[src/rtl/DualPortRam.sv]
// Simple dual-port RAM: port A writes, port B performs registered reads.
// Each port runs on its own clock and contents are never cleared.
module DualPortRam #(
  parameter int DATA_WIDTH    = 8,
  parameter int ADDRESS_WIDTH = 3
) (
  input  logic                     clk_a,
  input  logic                     en_a,
  input  logic                     we_a,
  input  logic [ADDRESS_WIDTH-1:0] addr_a,
  input  logic [DATA_WIDTH-1:0]    din_a,
  input  logic                     clk_b,
  input  logic                     en_b,
  input  logic [ADDRESS_WIDTH-1:0] addr_b,
  output logic [DATA_WIDTH-1:0]    dout_b
);

  localparam int DEPTH = 2 ** ADDRESS_WIDTH;

  logic [DATA_WIDTH-1:0] mem [DEPTH];

  always_ff @(posedge clk_a) begin
    if (en_a && we_a) begin
      mem[addr_a] <= din_a;
    end
  end

  always_ff @(posedge clk_b) begin
    if (en_b) begin
      dout_b <= mem[addr_b];
    end
  end

endmodule

[src/rtl/ram_fifo_ctrl.sv]
// Valid/ready FIFO built around one DualPortRam.
// The RAM read register doubles as the output stage, so capacity is DEPTH+1.
module ram_fifo_ctrl #(
  parameter int DATA_WIDTH    = 8,
  parameter int ADDRESS_WIDTH = 3
) (
  input  logic                   clk,
  input  logic                   rst,
  input  logic                   flush,
  input  logic                   s_valid,
  output logic                   s_ready,
  input  logic [DATA_WIDTH-1:0]  s_data,
  output logic                   m_valid,
  input  logic                   m_ready,
  output logic [DATA_WIDTH-1:0]  m_data,
  output logic [ADDRESS_WIDTH:0] level
);

  localparam int PTR_W = ADDRESS_WIDTH + 1;
  localparam int DEPTH = 2 ** ADDRESS_WIDTH;
  localparam logic [PTR_W-1:0] FULL_COUNT = PTR_W'(DEPTH);

  logic [PTR_W-1:0] wrPtr_q, wrPtr_d;
  logic [PTR_W-1:0] rdPtr_q, rdPtr_d;
  logic             mValid_q, mValid_d;
  logic [PTR_W-1:0] ramCount;
  logic             active;
  logic             push;
  logic             pop;
  logic             readEn;

  // Pointers carry one extra bit so full (count == DEPTH) differs from empty.
  always_comb begin
    active   = ~rst & ~flush;
    ramCount = wrPtr_q - rdPtr_q;
    s_ready  = (ramCount < FULL_COUNT) & active;
    push     = s_valid & s_ready;
    pop      = mValid_q & m_ready;
    readEn   = active & (ramCount != '0) & (~mValid_q | m_ready);
  end

  always_comb begin
    wrPtr_d  = wrPtr_q;
    rdPtr_d  = rdPtr_q;
    mValid_d = mValid_q;
    if (flush) begin
      wrPtr_d  = '0;
      rdPtr_d  = '0;
      mValid_d = 1'b0;
    end else begin
      if (push) begin
        wrPtr_d = wrPtr_q + PTR_W'(1);
      end
      if (readEn) begin
        rdPtr_d  = rdPtr_q + PTR_W'(1);
        mValid_d = 1'b1;
      end else if (pop) begin
        mValid_d = 1'b0;
      end
    end
  end

  always_ff @(posedge clk) begin
    if (rst) begin
      wrPtr_q  <= '0;
      rdPtr_q  <= '0;
      mValid_q <= 1'b0;
    end else begin
      wrPtr_q  <= wrPtr_d;
      rdPtr_q  <= rdPtr_d;
      mValid_q <= mValid_d;
    end
  end

  assign m_valid = mValid_q;
  assign level   = ramCount + {{ADDRESS_WIDTH{1'b0}}, mValid_q};

  DualPortRam #(
    .DATA_WIDTH    (DATA_WIDTH),
    .ADDRESS_WIDTH (ADDRESS_WIDTH)
  ) uRam (
    .clk_a  (clk),
    .en_a   (push),
    .we_a   (push),
    .addr_a (wrPtr_q[ADDRESS_WIDTH-1:0]),
    .din_a  (s_data),
    .clk_b  (clk),
    .en_b   (readEn),
    .addr_b (rdPtr_q[ADDRESS_WIDTH-1:0]),
    .dout_b (m_data)
  );

endmodule

[config.mk]
export PLATFORM = sky130hd
export DESIGN_NAME = ram_fifo_ctrl
export DESIGN_NICKNAME = d
export VERILOG_FILES = /design/src/rtl/DualPortRam.sv /design/src/rtl/ram_fifo_ctrl.sv
export SDC_FILE = /design/constraint.sdc
export NUM_CORES = 1
export LEC_CHECK = 0
export ABC_AREA = 0
export CORE_UTILIZATION = 40
export CTS_BUF_LIST = sky130_fd_sc_hd__clkbuf_4 sky130_fd_sc_hd__clkbuf_8
export DETAILED_ROUTE_END_ITERATION = 7
export SLEW_MARGIN = 20
export SYNTH_ARGS = -nofsm -noshare
export SYNTH_HDL_FRONTEND = slang
export SYNTH_SLANG_ARGS = --single-unit
[constraint.sdc]
create_clock -name clk -period 4.1 [get_ports clk]
set_input_delay 1.23 -clock clk [delete_from_list [all_inputs] [get_ports clk]]
set_output_delay 1.23 -clock clk [all_outputs]
set_load 0.02 [all_outputs]
Word level (Yosys, flattened, before mapping)

Memories as Yosys holds them, arrays and structs flattened. A register that Yosys moved wholly into a read port is not among the register bits.
Cells that the tools add are included.

Add/sub/neg operators: 4
$lt $le $gt $ge: 1
Multiplexer cells: 4
Bitwise logic cells: 10
Reductions and logical operators: 3

Operators by type and width:

| operator                                                       | count |
|---|---|
| 4-bit by 1-bit adder with 4-bit output (second input constant) | 2 |
| 1-bit AND                                                      | 6 |
| 4-bit by 1-bit adder with 4-bit output                         | 1 |
| 4-bit less-than comparator (second input constant)             | 1 |
| 1-bit 2-to-1 mux                                               | 4 |
| 4-bit nonzero test                                             | 1 |
| 4-bit subtractor                                               | 1 |
| 1-bit inverter                                                 | 3 |
| 2-bit nonzero test                                             | 1 |
| 2-bit OR reduction                                             | 1 |
| 1-bit bitwise OR                                               | 1 |

Register bits after elaboration: 9
Bits in writable memories: 64
Input port bits: 13
Output and inout bits: 14
Logic and storage cells: 26
Memories: 1

Memory list:

| name     | words | bits a word | rd ports | clocked after Yosys merged registers in | wr ports | line              | source |
|---|---|---|---|---|---|---|---|
| uRam.mem | 8     | 8           | 1        | 1                                       | 1        | DualPortRam.sv:20 | `logic [DATA_WIDTH-1:0] mem [DEPTH];` |

Depth between registers and ports, before layout

Depth after elaboration: 6
Depth in mapped cells: 8
Gate-level depth less buffers: 8

By module

From an unflattened synthesis, not the netlist that was laid out.

Cell total of the unflattened synthesis: 197
Area total of the unflattened synthesis: 3477.1 sq um

By module, submodules not included:

| module        | times used | cells each | area an instance (sq um) |
|---|---|---|---|
| DualPortRam   | 1          | 114        | 2773.9 |
| ram_fifo_ctrl | 1          | 83         | 703.2 |

Worst setup path before layout

No wires, ideal clock.

Path kind: register to output
From: reg rdPtr_q[2]
To: out level[3]
Arrival: 2.259 ns
Slack: 0.611 ns
Stages on the path, launching flop included: 9
Path buffers: 2
Cells stage by stage: dfxtp_1 clkbuf_1 inv_1 clkbuf_1 ha_1 and3b_1 o21ai_0 nand2_1 xor2_1

Longest elaborated chain between the ends: 2

Ends and longest elaborated chain:

| element                                | line                | source |
|---|---|---|
| start: declaration                     | ram_fifo_ctrl.sv:24 | `logic [PTR_W-1:0] rdPtr_q, rdPtr_d;` |
| start signal: assignment               | ram_fifo_ctrl.sv:70 | `rdPtr_q <= rdPtr_d;` |
| 4-bit subtractor                       | ram_fifo_ctrl.sv:35 | `ramCount = wrPtr_q - rdPtr_q;` |
| 4-bit by 1-bit adder with 4-bit output | ram_fifo_ctrl.sv:76 | `assign level = ramCount + {{ADDRESS_WIDTH{1'b0}}, mValid_q};` |
| end: declaration                       | ram_fifo_ctrl.sv:16 | `output logic [ADDRESS_WIDTH:0] level` |

No other way between the ends.

Worst setup path in the final report

From: in rst
To: out s_ready

Longest elaborated chain between the ends: 3

Ends and longest elaborated chain:

| element            | line                | source |
|---|---|---|
| start: declaration | ram_fifo_ctrl.sv:8  | `input logic rst,` |
| 1-bit inverter     | ram_fifo_ctrl.sv:34 | `active = ~rst & ~flush;` |
| 1-bit AND          | ram_fifo_ctrl.sv:34 |  |
| 1-bit AND          | ram_fifo_ctrl.sv:36 | `s_ready = (ramCount < FULL_COUNT) & active;` |
| end: declaration   | ram_fifo_ctrl.sv:11 | `output logic s_ready,` |

No other way between the ends.

==> impl_metrics.py <==
metrics = {
    "cells_and_area": {
        "fin_nets": 281,
        "final_cell_area_mm2": 0.00414,
        "layout.filler_cells": 691,
        "final_util_pct": 49.9,
        "layout_overhead_on_the_synthesized_area_pct": 19.3,
        "n_antenna_cell": 0,
        "drive_above_1_share_pct": 23.4,
    },
    "synth": {
        "synth.yosys.seq_area_share_pct": 67.5,
        "synth-edff-count": 72,
        "synth_seq_cells": 81,
        "syn_area_mm2": 0.00347,
        "ys_types": 47,
        "synthesis.yosys.warnings": 0,
        "postSynthNetCount": 237,
        "syn_avg_cell_area_um2": 16.1,
        "ys_dominant_reg_cell": "sky130_fd_sc_hd__edfxtp_1",
        "number_of_instances_in_the_synthesized_netlist": 216,
        "postSynth.asyncResetShare_pct": 0,
    },
    "place": {
        "dp.final_hpwl_um": 4250,
        "dp_worst_setup_slack_ps": 125,
        "placed_cell_area_mm2": 0.00395,
        "portBuffers": 26,
        "place_congestion": 0.733,
    },
    "detailed_routing": {
        "dr_total_vias": 1961,
        "post_dr_wirelength_cell_um": 17.7,
        "detailedRoute.firstIterationViolations": 94,
        "drc": 0,
        "wirelength_um": 6550,
        "avgViaCountPerCell": 5.30,
        "final_antenna_net_count": 0,
        "drt_first_pass_iters": 4,
    },
    "sta": {
        "layout_setup_ws_ps": 142,
        "fin_setup_tns_ps": 0,
        "final-hold-violation-count": 0,
        "tightest_slew_ps": 522,
        "rsz0062_at_grt": "no",
        "finalClockSkew_ps": 12.3,
        "final_count_of_pins_violating_max_slew": 0,
        "min_period_ps": 3960,
        "layout_worst_path_cycle_share_pct": 96.5,
        "worst_hold_slack_ps": 519,
        "setup_violations": 0,
        "worst_slew_margin_rel_pct": 65.0,
        "f_max_mhz": 253,
    },
    "setup_path": {
        "critical_path_required_ps": 2870,
        "worstPathMaxFanout": 3,
        "critical_path_depth": 4,
        "critical_path.top_delay_family": "buffers and inverters",
        "end_kind": "output port",
        "critical_path_buf_inv_count": 2,
        "timing.setup.critical_path_class": "in2out",
        "worstPathArrival_ps": 2730,
        "slowest_stage": "sky130_fd_sc_hd__clkdlybuf4s50_1",
        "worst_setup_path_start_kind": "input pin",
        "crit_path_cell_trace": "clkdlybuf4s50_1 -> or2_2 -> a21oi_1 -> clkdlybuf4s50_1",
        "critPathMostFrequentCell": "sky130_fd_sc_hd__clkdlybuf4s50_1",
        "worst_path_largest_cell_delay_ps": 620,
        "reg2reg_depth": 5,
    },
    "grt": {
        "grt_max_degree": 23,
        "grt_pass1_vias": 1860,
        "grt_pass1_wl_um": 10100,
        "track_usage_pct": 15.9,
        "grt_antenna_before_repair": 0,
        "globalRouteOverflowTotal": 0,
    },
    "floorplan": {
        "start_util_pct": 41.8,
        "placementRows": 33,
        "floorplan.io_pins": 27,
        "die_w_um": 95.2,
        "core_mm2": 0.00830,
        "die_height_um": 95.2,
        "design.die.area_mm2": 0.00905,
    },
    "run_status": {
        "outcome": "finished clean",
    },
    "clocking": {
        "latest_clock_arrival_within_the_worst_skew_pair_ps": 340,
        "clock_tree_from_tritoncts": "done",
        "path_clk_slew_ps": 80,
        "post_cts.repair.setup_buffers": 0,
        "cts_max_level": 3,
        "tritoncts.num_buffers": 9,
        "tritoncts_num_sinks": 81,
        "cts_buffer_depth": 2,
        "cts_root_buffer": "sky130_fd_sc_hd__clkbuf_8",
    },
    "pwr": {
        "cellPowerDensity_mw_per_mm2": 491,
        "power.leakage_nw": 1.38,
        "irDropWorstVdd_mv": 0.258,
    },
    "run": {
        "maxCapViolCount": 0,
    },
    "hold_path": {
        "worst_hold_path.num_cells": 1,
        "hold_class": "reg2reg",
    },
}
-- cell usage in the layout (no fill, tap or decap), types with 2 or more instances in the layout --
cell                              synthesis  layout
sky130_fd_sc_hd__xor2_1                   4       3
sky130_fd_sc_hd__buf_4                    0      17
sky130_fd_sc_hd__nand2_1                 30      30
sky130_fd_sc_hd__nand3_1                  6       6
sky130_fd_sc_hd__inv_6                    0       2
sky130_fd_sc_hd__edfxtp_1                72      72
sky130_fd_sc_hd__nor2_1                   2       2
sky130_fd_sc_hd__mux2i_1                  2       2
sky130_fd_sc_hd__ha_1                     7       7
sky130_fd_sc_hd__or3_1                    2       2
sky130_fd_sc_hd__clkdlybuf4s50_1          0      26
sky130_fd_sc_hd__nor3_1                   5       5
sky130_fd_sc_hd__o211ai_1                 3       3
sky130_fd_sc_hd__a21oi_1                  6       6
sky130_fd_sc_hd__clkbuf_8                 0       9
sky130_fd_sc_hd__mux4_2                  16      16
sky130_fd_sc_hd__dfxtp_2                  0       2
sky130_fd_sc_hd__inv_1                    6       6
sky130_fd_sc_hd__clkinvlp_4               0       3
sky130_fd_sc_hd__o21ai_0                  3       3
sky130_fd_sc_hd__dfxtp_1                  9       7
sky130_fd_sc_hd__o2111ai_1                4       4
-- per-stage QoR --
| stage | power, mW | cells |
|---|---|---|
| after floorplan | 1.35 | 216 |
| after global placement | 1.54 | 354 |
| after detailed placement | 1.54 | 354 |
| after CTS | 2.05 | 370 |
| after global routing | 2.13 | 370 |
| final | 2.03 | 370 |
-- where the power goes --
part	internal, mW	total (mW)	switching [mW]
clock	0.223	0.514	0.291
combinational	0.261	0.567	0.306
sequential	0.940	0.951	0.0116
-- final cells by class --
type	count	area, µm²	share of cell area [%]
sequential	81	2340	56.6
multi-input combinational	119	1080	26.0
timing repair buffer	43	388	9.37
tap	105	131	3.17
clock buffer	9	124	2.99
clock inverter	7	52.6	1.27
inverter	6	22.5	0.544
-- repair_timing --
item / in CTS / in global routing
resized for setup: 0 / 3
setup endpoints to repair: 0 / 2
hold buffers: 0 / 0
hold endpoints to repair: 0 / 0
-- Yosys cell counts (2+ instances only) --
| cell type | instances | area share, % |
|---|---|---|
| sky130_fd_sc_hd__clkbuf_2 | 2 | 0.29 |
| sky130_fd_sc_hd__ha_1 | 7 | 2.5 |
| sky130_fd_sc_hd__mux4_2 | 16 | 10 |
| sky130_fd_sc_hd__nor4_1 | 2 | 0.36 |
| sky130_fd_sc_hd__o2111ai_1 | 4 | 1.0 |
| sky130_fd_sc_hd__buf_2 | 2 | 0.29 |
| sky130_fd_sc_hd__clkbuf_1 | 6 | 0.65 |
| sky130_fd_sc_hd__inv_1 | 6 | 0.65 |
| sky130_fd_sc_hd__nor3_1 | 5 | 0.72 |
| sky130_fd_sc_hd__or3_1 | 2 | 0.36 |
| sky130_fd_sc_hd__dfxtp_1 | 9 | 5.2 |
| sky130_fd_sc_hd__edfxtp_1 | 72 | 62 |
| sky130_fd_sc_hd__a21oi_1 | 6 | 0.87 |
| sky130_fd_sc_hd__mux2i_1 | 2 | 0.58 |
| sky130_fd_sc_hd__o21ai_0 | 3 | 0.43 |
| sky130_fd_sc_hd__nand2_1 | 30 | 3.2 |
| sky130_fd_sc_hd__nand3_1 | 6 | 0.87 |
| sky130_fd_sc_hd__nor2_1 | 2 | 0.22 |
| sky130_fd_sc_hd__xor2_1 | 4 | 1.0 |
| sky130_fd_sc_hd__o211ai_1 | 3 | 0.65 |
-- kinds of logic (layout without fill, tap and decap cells) --
kind of cell,after synthesis,count (layout),share of synthesized area [%]
muxes,18,18,11.0
xor gates and xnor gates,5,5,1.26
AOI/OAI and AO/OA,28,28,6.02
buffers and inverters,16,65,1.87
DFF,81,81,67.5
adders and majority gates,8,8,3.10
and+or+nand+nor,60,60,9.30
-- registers in the layout, indices dropped and copies added, names as in the netlist --
name,flops
m_valid,1
rdPtr_q,4
uRam.dout_b,8
uRam.mem,64
wrPtr_q,4
-- layer usage --
metal / vias to the layer above / wire length (µm) / part of all wire, % / track usage, %
met5: - / 0 / 0 / 0
met2: 50 / 3140 / 48 / 24.0
met1: 969 / 3100 / 47 / 23.0
met3: 2 / 289 / 4.4 / 2.87
li1: 940 / - / - / -
met4: 0 / 23 / 0.35 / 5.68
-- path summary, 6_finish.rpt --
path / from / endpoint / slack, ps
max: rst / s_ready / 140
min reg2reg: wrPtr_q[3] / wrPtr_q[3] / 520
min: wrPtr_q[3] / wrPtr_q[3] / 520
max reg2reg: wrPtr_q[2] / uRam.mem[7][4] / 1600
No activity file was read; power rests on OpenSTA's default activity.
